===== src/rtl/cpu_clock_control_if.sv =====
// Control-side signal bundle for cpu_clock_control: raw board inputs in, CPU tick and status out.
interface cpu_clock_control_if;
    logic        slow_clk;
    logic        step_btn_n;
    logic        run_sw;
    logic        halt_req;
    logic        cpu_tick;
    logic        running;
    logic        halted;
    logic [15:0] tick_count;

    modport master (
        output slow_clk, step_btn_n, run_sw, halt_req,
        input  cpu_tick, running, halted, tick_count
    );

    modport slave (
        input  slow_clk, step_btn_n, run_sw, halt_req,
        output cpu_tick, running, halted, tick_count
    );
endinterface


===== src/rtl/cpu_clock_control.sv =====
// CPU clock-enable generator: RUN (slow_clk rises), STEP (debounced button) and HALT modes.
// Optional tick counter on tick_count is built only when CLKCTL_TICK_COUNT_EN is defined.
module cpu_clock_control #(
    parameter int unsigned DEBOUNCE_CYCLES = 500_000,
    parameter int          CNT_W           = 20
) (
    input  logic               clock_in,
    input  logic               reset,
    cpu_clock_control_if.slave bus
);
    typedef enum logic [1:0] {
        S_STEP = 2'd0,
        S_RUN  = 2'd1,
        S_HALT = 2'd2
    } state_t;

    localparam logic [CNT_W-1:0] DB_LAST = CNT_W'(DEBOUNCE_CYCLES - 1);

    logic [1:0]       slow_sync_q;
    logic             slow_prev_q;
    logic [1:0]       btn_sync_q;
    logic [1:0]       run_sync_q;
    logic [CNT_W-1:0] db_cnt_q, db_cnt_d;
    logic             db_pressed_q, db_pressed_d;
    state_t           state_q, state_d;
    logic             tick_q, tick_d;
    logic             running_q;
    logic             halted_q;

    logic rise;
    logic press;
    logic btn_pressed_sync;

    assign rise             = slow_sync_q[1] & ~slow_prev_q;
    assign btn_pressed_sync = ~btn_sync_q[1];

    // The counter measures how long the synced button has disagreed with the accepted level;
    // any cycle of agreement (a bounce back) restarts the measurement.
    always_comb begin
        db_cnt_d     = db_cnt_q;
        db_pressed_d = db_pressed_q;
        if (btn_pressed_sync == db_pressed_q) begin
            db_cnt_d = '0;
        end else if (db_cnt_q == DB_LAST) begin
            db_cnt_d     = '0;
            db_pressed_d = btn_pressed_sync;
        end else begin
            db_cnt_d = db_cnt_q + 1'b1;
        end
    end

    assign press = db_pressed_d & ~db_pressed_q;

    always_comb begin
        state_d = state_q;
        tick_d  = 1'b0;
        if (bus.halt_req) begin
            state_d = S_HALT;
        end else begin
            case (state_q)
                S_HALT: if (press) state_d = S_STEP;
                S_STEP: begin
                    tick_d = press;
                    if (run_sync_q[1]) state_d = S_RUN;
                end
                S_RUN: begin
                    tick_d = rise;
                    if (!run_sync_q[1]) state_d = S_STEP;
                end
                default: state_d = S_STEP;
            endcase
        end
        // A press tick followed by an immediate RUN-mode rise must not merge into a 2-cycle pulse.
        tick_d = tick_d & ~tick_q;
    end

    always_ff @(posedge clock_in) begin
        if (reset) begin
            slow_sync_q  <= 2'b00;
            slow_prev_q  <= 1'b0;
            btn_sync_q   <= 2'b11;
            run_sync_q   <= 2'b00;
            db_cnt_q     <= '0;
            db_pressed_q <= 1'b0;
            state_q      <= S_STEP;
            tick_q       <= 1'b0;
            running_q    <= 1'b0;
            halted_q     <= 1'b0;
        end else begin
            slow_sync_q  <= {slow_sync_q[0], bus.slow_clk};
            slow_prev_q  <= slow_sync_q[1];
            btn_sync_q   <= {btn_sync_q[0], bus.step_btn_n};
            run_sync_q   <= {run_sync_q[0], bus.run_sw};
            db_cnt_q     <= db_cnt_d;
            db_pressed_q <= db_pressed_d;
            state_q      <= state_d;
            tick_q       <= tick_d;
            running_q    <= (state_d == S_RUN);
            halted_q     <= (state_d == S_HALT);
        end
    end

    assign bus.cpu_tick = tick_q;
    assign bus.running  = running_q;
    assign bus.halted   = halted_q;

`ifdef CLKCTL_TICK_COUNT_EN
    logic [15:0] tick_cnt_q;

    always_ff @(posedge clock_in) begin
        if (reset) begin
            tick_cnt_q <= 16'h0000;
        end else if (tick_q) begin
            tick_cnt_q <= tick_cnt_q + 16'd1;
        end
    end

    assign bus.tick_count = tick_cnt_q;
`else
    assign bus.tick_count = 16'h0000;
`endif
endmodule

===== src/flat_wrapper.sv =====
// flat-port wrapper written by rule: the top's interface ports become plain ports
module cpu_clock_control_flat 
#(
    parameter int unsigned DEBOUNCE_CYCLES = 500_000,
    parameter int          CNT_W           = 20
)
  (clock_in, reset, bus_slow_clk, bus_step_btn_n, bus_run_sw, bus_halt_req, bus_cpu_tick, bus_running, bus_halted, bus_tick_count);
  cpu_clock_control_if bus_i ();
  input  logic clock_in;
  input  logic reset;
  input wire logic [$bits(bus_i.slow_clk)-1:0] bus_slow_clk;
  input wire logic [$bits(bus_i.step_btn_n)-1:0] bus_step_btn_n;
  input wire logic [$bits(bus_i.run_sw)-1:0] bus_run_sw;
  input wire logic [$bits(bus_i.halt_req)-1:0] bus_halt_req;
  output wire logic [$bits(bus_i.cpu_tick)-1:0] bus_cpu_tick;
  output wire logic [$bits(bus_i.running)-1:0] bus_running;
  output wire logic [$bits(bus_i.halted)-1:0] bus_halted;
  output wire logic [$bits(bus_i.tick_count)-1:0] bus_tick_count;
  assign bus_i.slow_clk = bus_slow_clk;
  assign bus_i.step_btn_n = bus_step_btn_n;
  assign bus_i.run_sw = bus_run_sw;
  assign bus_i.halt_req = bus_halt_req;
  assign bus_cpu_tick = bus_i.cpu_tick;
  assign bus_running = bus_i.running;
  assign bus_halted = bus_i.halted;
  assign bus_tick_count = bus_i.tick_count;
  cpu_clock_control #(.DEBOUNCE_CYCLES(DEBOUNCE_CYCLES), .CNT_W(CNT_W)) u_core (.clock_in(clock_in), .reset(reset), .bus(bus_i));
endmodule

===== config.mk =====
export PLATFORM = sky130hd
export DESIGN_NAME = cpu_clock_control_flat
export DESIGN_NICKNAME = d
export VERILOG_FILES = /design/src/rtl/cpu_clock_control_if.sv /design/src/rtl/cpu_clock_control.sv /design/src/flat_wrapper.sv
export SDC_FILE = /design/constraint.sdc
export NUM_CORES = 1
export LEC_CHECK = 0
export ABC_AREA = 1
export CAP_MARGIN = 15
export CORE_MARGIN = 4
export CORE_UTILIZATION = 59
export CTS_BUF_LIST = sky130_fd_sc_hd__clkbuf_8
export CTS_CLUSTER_SIZE = 12
export DETAILED_ROUTE_END_ITERATION = 10
export PLACE_DENSITY_LB_ADDON = 0.1
export SKIP_LAST_GASP = 1
export SYNTH_ARGS = -nofsm -noshare
export SYNTH_HDL_FRONTEND = slang
export SYNTH_SLANG_ARGS = --single-unit

===== constraint.sdc =====
create_clock -name clock_in -period 2.4 [get_ports clock_in]
set_clock_uncertainty 0.05 [all_clocks]
set_input_delay 0.36 -clock clock_in [delete_from_list [all_inputs] [get_ports clock_in]]
set_output_delay 0.36 -clock clock_in [all_outputs]
set_load 0.01 [all_outputs]

==> metrics, run 1 <==
number of cells produced by synthesis around 220; final std cell area, no fill 1730 sq um; net load switching power about 0.00022 W; count of final max-slew check failures 0; final clock period utilization by the worst path 0.773; Synth Area in Compound Gates 0.0410; Clock Sink Count 33; share of total power consumed by net switching 0.195; sequential share of power 0.497; count of boundary I/O pins 25; y dimension of the die 59.9 um; x dimension of the die 59.9 um; maximum capacitance violations 0; Die ar. 3590 sq um; endpoints failing hold 0; CP peak stage delay 0.41 ns; vias after detailed routing 1308; most frequent standard cell in the layout excluding fill and tap cells sky130_fd_sc_hd__nand2_1; share of synthesized cell area in full adder, half adder and majority cells 0.00788; xor/xnor cell area share of the yosys netlist 0.0552; ratio of cells with drive above 1 in the final layout 0.0609; maximum fanout count along the critical path 20; element type at the critical path start flop; WP data arrival ~2 ns; Leak approximately 0.65 nW; Setup Buffers After CTS 0; Tightest Hold Check Type reg -> reg; IO Port Bufs 8; count of unresolved DRC violations after routing 0; depth of the worst register-to-register path 8; max_slew headroom 0.659; critical path, cell by cell ha_1 > nand2_1 > nor2_1 > nand3_1 > nor2_2 > nor2_2 > nand3_2 > a21oi_1; WL/cell between 10 and 15 um; synthesized cell area 1590 sq um; proportion of power drawn by combinational gates 0.038; total negative slack 0 ns; Detailed Route WL approximately 2800 um; maximum number of pins on one net before global-route repair 21; Core Rows 18; Via density 5.03; fraction of the mapped netlist area in simple logic gates 0.324; setup repair after global routing missed its margin false; Fmax achieved 0.539 GHz; crit path time final 1.86 ns; Ys Warns 0; remaining antenna violation count after routing 0; Net count, final 236; Worst Slack Setup Final 0.544 ns; clock input transition at the sequential cells of the worst setup and hold paths 0.06 ns; average instance area after synthesis between 7 and 8 sq um; pre-CTS worst setup slack ~0.52 ns; maximum count of clock buffers along a single path 2; hold buffer count at cts 0; number of buffers created by CTS 5; total routing usage reported by global routing 0.186; post-synthesis mux area share 0; most frequent cells in the layout sky130_fd_sc_hd__nand2_1 (46), sky130_fd_sc_hd__nor2_1 (42), sky130_fd_sc_hd__dfxtp_1 (33); initial antenna violation count 0; drt pass-1 iters 4; capturing element type of the critical path flop; vias in the first global route around 1200; overflow left after global routing 0; WP data required 2.51 ns; sequential fraction of the synthesis area 0.416; VDD IR max 0.660 mV; Max stage delay cell, worst path sky130_fd_sc_hd__dfxtp_1; dominant combinational cell family by area after synthesis simple AND/OR/NAND/NOR gates; Hold Path Cell Cnt 2; clock group share of total power 0.465; result of the run completed; effective utilization at floorplan 0.629; worst slew pin tran a little over 0.5 ns; power per cell area roughly 650 nW/um^2; area grow syn2layout 8.83%; Clock H-tree levels 2; clock tree from TritonCTS yes; internal power 0.000905 W; core area 2520 sq um; worst setup path class reg -> reg; cell repeated most along the worst path sky130_fd_sc_hd__nor2_2; number of register bits inferred by synthesis 33; number of design-rule violations left by the first detailed-router iteration 65; wire length of the first global-routing pass 4890 um; Unique masters post-synth 22; insertion delay to the later sink of the worst-skew pair 0.28 ns; root buffer cell sky130_fd_sc_hd__clkbuf_8; GP Congestion 0.948; CTS resizes 0; antenna cell count 0; endpoints failing setup 0; placement-stage cell area 1610 sq um; HPWL after detailed placement roughly 2200 um
stage by stage:
step | utilization | instances | power [W] | hold WS (ns)
floorplan | - | 233 | 0.000620 | 0.338
global placement | 0.639 | 252 | 0.000612 | 0.345
detailed placement | 0.639 | 252 | 0.000613 | 0.347
CTS | 0.685 | 260 | 0.00114 | 0.358
global route | 0.685 | 260 | 0.00117 | 0.376
finish | 0.685 | 260 | 0.00112 | 0.355
power by group through the flow:
stage                     sequential [W]  clock (W)  combinational (W)
after floorplan                 0.000572          0          0.0000489
after CTS                       0.000559   0.000540          0.0000420
final                           0.000559   0.000523          0.0000423
after global routing            0.000560   0.000566          0.0000479
after detailed placement        0.000571          0          0.0000420
after global placement          0.000571          0          0.0000407
metal layers:
layer,wire (um),track usage,vias up
li1,-,-,659
met1,1290,0.228,596
met2,1250,0.276,44
met3,232,0.0734,9
met4,75,0.104,0
met5,0,0,-
worst max-delay path: cells and delay by family (launching register included):
| family | cells | cell delay [ns] |
|---|---|---|
| compound gates | 1 | 0.09 |
| flops | 1 | 0.41 |
| fa+ha+maj | 1 | 0.30 |
| simple gates | 6 | 0.87 |
cells by family (layout without fill, tap and decap cells):
| group | count (synthesis) | after routing |
|---|---|---|
| AND/OR/NAND/NOR | 116 | 116 |
| AO/OA/AOI/OAI | 13 | 13 |
| adder cells (fa/ha/maj) | 1 | 1 |
| other | 1 | 16 |
| flip-flops | 33 | 33 |
| buffers and inverters | 44 | 41 |
| XOR/XNOR | 10 | 10 |
state kept, by name (all words and copies together) (netlist names):
register	flops
u_core.bus.cpu_tick	1
u_core.db_pressed_q	1
u_core.run_sync_q	2
u_core.bus.running	1
u_core.db_cnt_q	20
u_core.bus.halted	1
u_core.btn_sync_q	2
u_core.slow_prev_q	1
u_core.state_q	2
u_core.slow_sync_q	2
worst paths after layout:
kind                                 to  slack (ns)             startpoint
setup reg to reg    u_core.db_cnt_q[18]        0.54     u_core.db_cnt_q[0]
setup / recovery    u_core.db_cnt_q[18]        0.54     u_core.db_cnt_q[0]
hold reg to reg   u_core.slow_sync_q[1]        0.36  u_core.slow_sync_q[0]
hold / removal    u_core.slow_sync_q[1]        0.36  u_core.slow_sync_q[0]
synthesized netlist by cell type, drive strengths merged:
library cell	instances	area (sq um)
nor3	3	26.3
nand2	46	173
xor2	8	70.1
buf	19	150
nand3	10	60.1
dfxtp	33	661
conb	1	3.75
a21oi	11	55.1
or2	3	18.8
nand4	6	37.5
nor4	1	6.26
nand3b	3	22.5
xnor2	2	17.5
nor2	44	170
inv	25	93.8
ha	1	12.5
o21ai	2	10.0
cell type report:
cell class	instances	area, sq um
well taps	30	37.5
flip-flops and latches	33	661
multi-input cells	156	739
clock inverters	2	33.8
clock buffers	6	82.6
fillers	214	795
repair buffers	8	80.1
inverters	25	93.8
Power figures use the tool's default switching activity.
==> inputs of run 2 (changes only) <==
--- a/config.mk
+++ b/config.mk
@@ -8,7 +8,7 @@
 export ABC_AREA = 1
 export CAP_MARGIN = 15
 export CORE_MARGIN = 4
-export CORE_UTILIZATION = 59
+export CORE_UTILIZATION = 50
 export CTS_BUF_LIST = sky130_fd_sc_hd__clkbuf_8
 export CTS_CLUSTER_SIZE = 12
 export DETAILED_ROUTE_END_ITERATION = 10
==> constraint.sdc (replaced) <==
create_clock -name clock_in -period 1.65 [get_ports clock_in]
set_clock_uncertainty 0.05 [all_clocks]
set_input_delay 0.2475 -clock clock_in [delete_from_list [all_inputs] [get_ports clock_in]]
set_output_delay 0.2475 -clock clock_in [all_outputs]
set_load 0.01 [all_outputs]
==> metrics, run 2 (same netlist as run 1, synthesis figures left out) <==
power per cell area 972 nW/um^2 (was 651 nW/um^2); pre-CTS worst setup slack 0.144 ns (was 0.523 ns); remaining antenna violation count after routing 0 (unchanged); number of design-rule violations left by the first detailed-router iteration 57 (was 65); Leak 0.699 nW (was 0.651 nW); maximum capacitance violations 0 (unchanged); Tightest Hold Check Type reg -> reg (unchanged); Biggest register u_core.db_cnt_q (unchanged); maximum count of clock buffers along a single path 2 (unchanged); overflow left after global routing 0 (unchanged); HPWL after detailed placement 2280 um (was 2190 um); result of the run completed (unchanged); VDD IR max 0.630 mV (was 0.660 mV); maximum number of pins on one net before global-route repair 21 (unchanged); number of flip-flops under the largest register name 20 (unchanged); Net count, final 243 (was 236); vias after detailed routing 1257 (was 1308); ratio of cells with drive above 1 in the final layout 0.0928 (was 0.0609); post-layout util 0.599 (was 0.685); effective utilization at floorplan 0.520 (was 0.629); crit path time final 1.51 ns (was 1.86 ns); x dimension of the die 64.4 um (was 59.9 um); GP Congestion 0.892 (was 0.948); wire length of the first global-routing pass 5050 um (was 4890 um); count of unresolved DRC violations after routing 0 (unchanged); insertion delay to the later sink of the worst-skew pair 0.28 ns (about the same); Via density 4.47 (was 5.03); maximum fanout count along the critical path 20 (unchanged); Die ar. 4140 sq um (was 3590 sq um); Core Rows 20 (was 18); WP data required 1.77 ns (was 2.51 ns); endpoints failing hold 0 (unchanged); capturing element type of the critical path flop (unchanged); Setup Buffers After CTS 0 (unchanged); endpoints failing setup 0 (unchanged); total routing usage reported by global routing 0.161 (was 0.186); Clock H-tree levels 2 (unchanged); setup repair after global routing missed its margin false (unchanged); depth of the worst register-to-register path 9 (was 8); element type at the critical path start flop (unchanged); antenna cell count 0 (unchanged); Detailed Route WL 2970 um (was 2840 um); clock input transition at the sequential cells of the worst setup and hold paths 0.07 ns (was 0.06 ns); Max stage delay cell, worst path sky130_fd_sc_hd__dfxtp_1 (unchanged); total negative slack 0 ns (unchanged); CTS resizes 0 (unchanged); number of buffers created by CTS 5 (unchanged); final clock period utilization by the worst path 0.913 (was 0.773); Fmax achieved 0.664 GHz (was 0.539 GHz); count of boundary I/O pins 25 (unchanged); initial antenna violation count 0 (unchanged); Final Power 0.00178 W (was 0.00112 W); instance count on the critical path 9 (was 8); root buffer cell sky130_fd_sc_hd__clkbuf_8 (unchanged); cell family with most CP delay simple AND/OR/NAND/NOR gates (unchanged); CP peak stage delay 0.36 ns (was 0.41 ns); Clock Sink Count 33 (unchanged); most frequent standard cell in the layout excluding fill and tap cells sky130_fd_sc_hd__nand2_1 (unchanged); area grow syn2layout 15.1% (was 8.83%); drt pass-1 iters 4 (unchanged); clock tree from TritonCTS yes (unchanged); hold buffer count at cts 0 (unchanged); core area 3050 sq um (was 2520 sq um); number of buffers and inverters on the critical path 1 (was 0); cell repeated most along the worst path sky130_fd_sc_hd__nor2_2 (unchanged); worst setup path class reg -> reg (unchanged); Worst Slack Setup Final 0.143 ns (was 0.544 ns); y dimension of the die 64.4 um (was 59.9 um); final-layout worst hold slack 0.356 ns (was 0.355 ns); IO Port Bufs 8 (unchanged); vias in the first global route 1143 (was 1225); critical path, cell by cell ha_1 > nand2_1 > nor2_1 > nand3_1 > nor2_2 > nor2_2 > nand3_2 > buf_12 > a21oi_1 (was ha_1 > nand2_1 > nor2_1 > nand3_1 > nor2_2 > nor2_2 > nand3_2 > a21oi_1); WP data arrival 1.63 ns (was 1.96 ns); WL/cell 10.6 um (was 10.9 um); most frequent cells in the layout sky130_fd_sc_hd__nand2_1 (46), sky130_fd_sc_hd__nor2_1 (42), sky130_fd_sc_hd__dfxtp_1 (33) (unchanged); count of final max-slew check failures 0 (unchanged); Hold Path Cell Cnt 2 (unchanged)
==> run 2: layout make-up <==
class	count	area, sq um
clock buffers	5	68.8
clock inverters	3	65.1
fillers	312	1220
inverters	25	93.8
multi-input cells	156	739
flip-flops and latches	33	661
well taps	44	55.1
repair buffers	15	145
==> run 2: worst paths after layout <==
path / from / end / slack, ns
setup reg to reg: u_core.db_cnt_q[1] / u_core.db_cnt_q[11] / 0.14
setup / recovery: u_core.db_cnt_q[1] / u_core.db_cnt_q[11] / 0.14
hold reg to reg: u_core.slow_sync_q[0] / u_core.slow_sync_q[1] / 0.36
hold / removal: u_core.slow_sync_q[0] / u_core.slow_sync_q[1] / 0.36
==> run 2: per-layer routing <==
layer	wire length, um	track usage	vias up
met4	53	0.0712	0
met1	1470	0.201	547
met5	0	0	-
met3	149	0.0527	6
met2	1300	0.250	25
li1	-	-	679
==> run 2: per-stage QoR <==
stage / cell area [sq um] / instances
2_1_floorplan: 1640 / 233
3_3_place_gp: 1690 / 273
3_5_place_dp: 1690 / 273
4_1_cts: 1830 / 281
5_1_grt: 1830 / 281
6_report: 1830 / 281
==> run 2: report_power, final <==
group | total, W | switching, W | internal [W]
Clock | 0.000897 | 0.000297 | 0.000600
Sequential | 0.000813 | 0.00000371 | 0.000809
Combinational | 0.0000671 | 0.0000401 | 0.0000271
==> run 2: worst register-to-register path: stages (launching register included) <==
cell,delay (ns)
sky130_fd_sc_hd__dfxtp_1,0.36
sky130_fd_sc_hd__ha_1,0.18
sky130_fd_sc_hd__nand2_1,0.08
sky130_fd_sc_hd__nor2_1,0.13
sky130_fd_sc_hd__nand3_1,0.09
sky130_fd_sc_hd__nor2_2,0.16
sky130_fd_sc_hd__nor2_2,0.06
sky130_fd_sc_hd__nand3_2,0.08
sky130_fd_sc_hd__buf_12,0.15
sky130_fd_sc_hd__a21oi_1,0.05
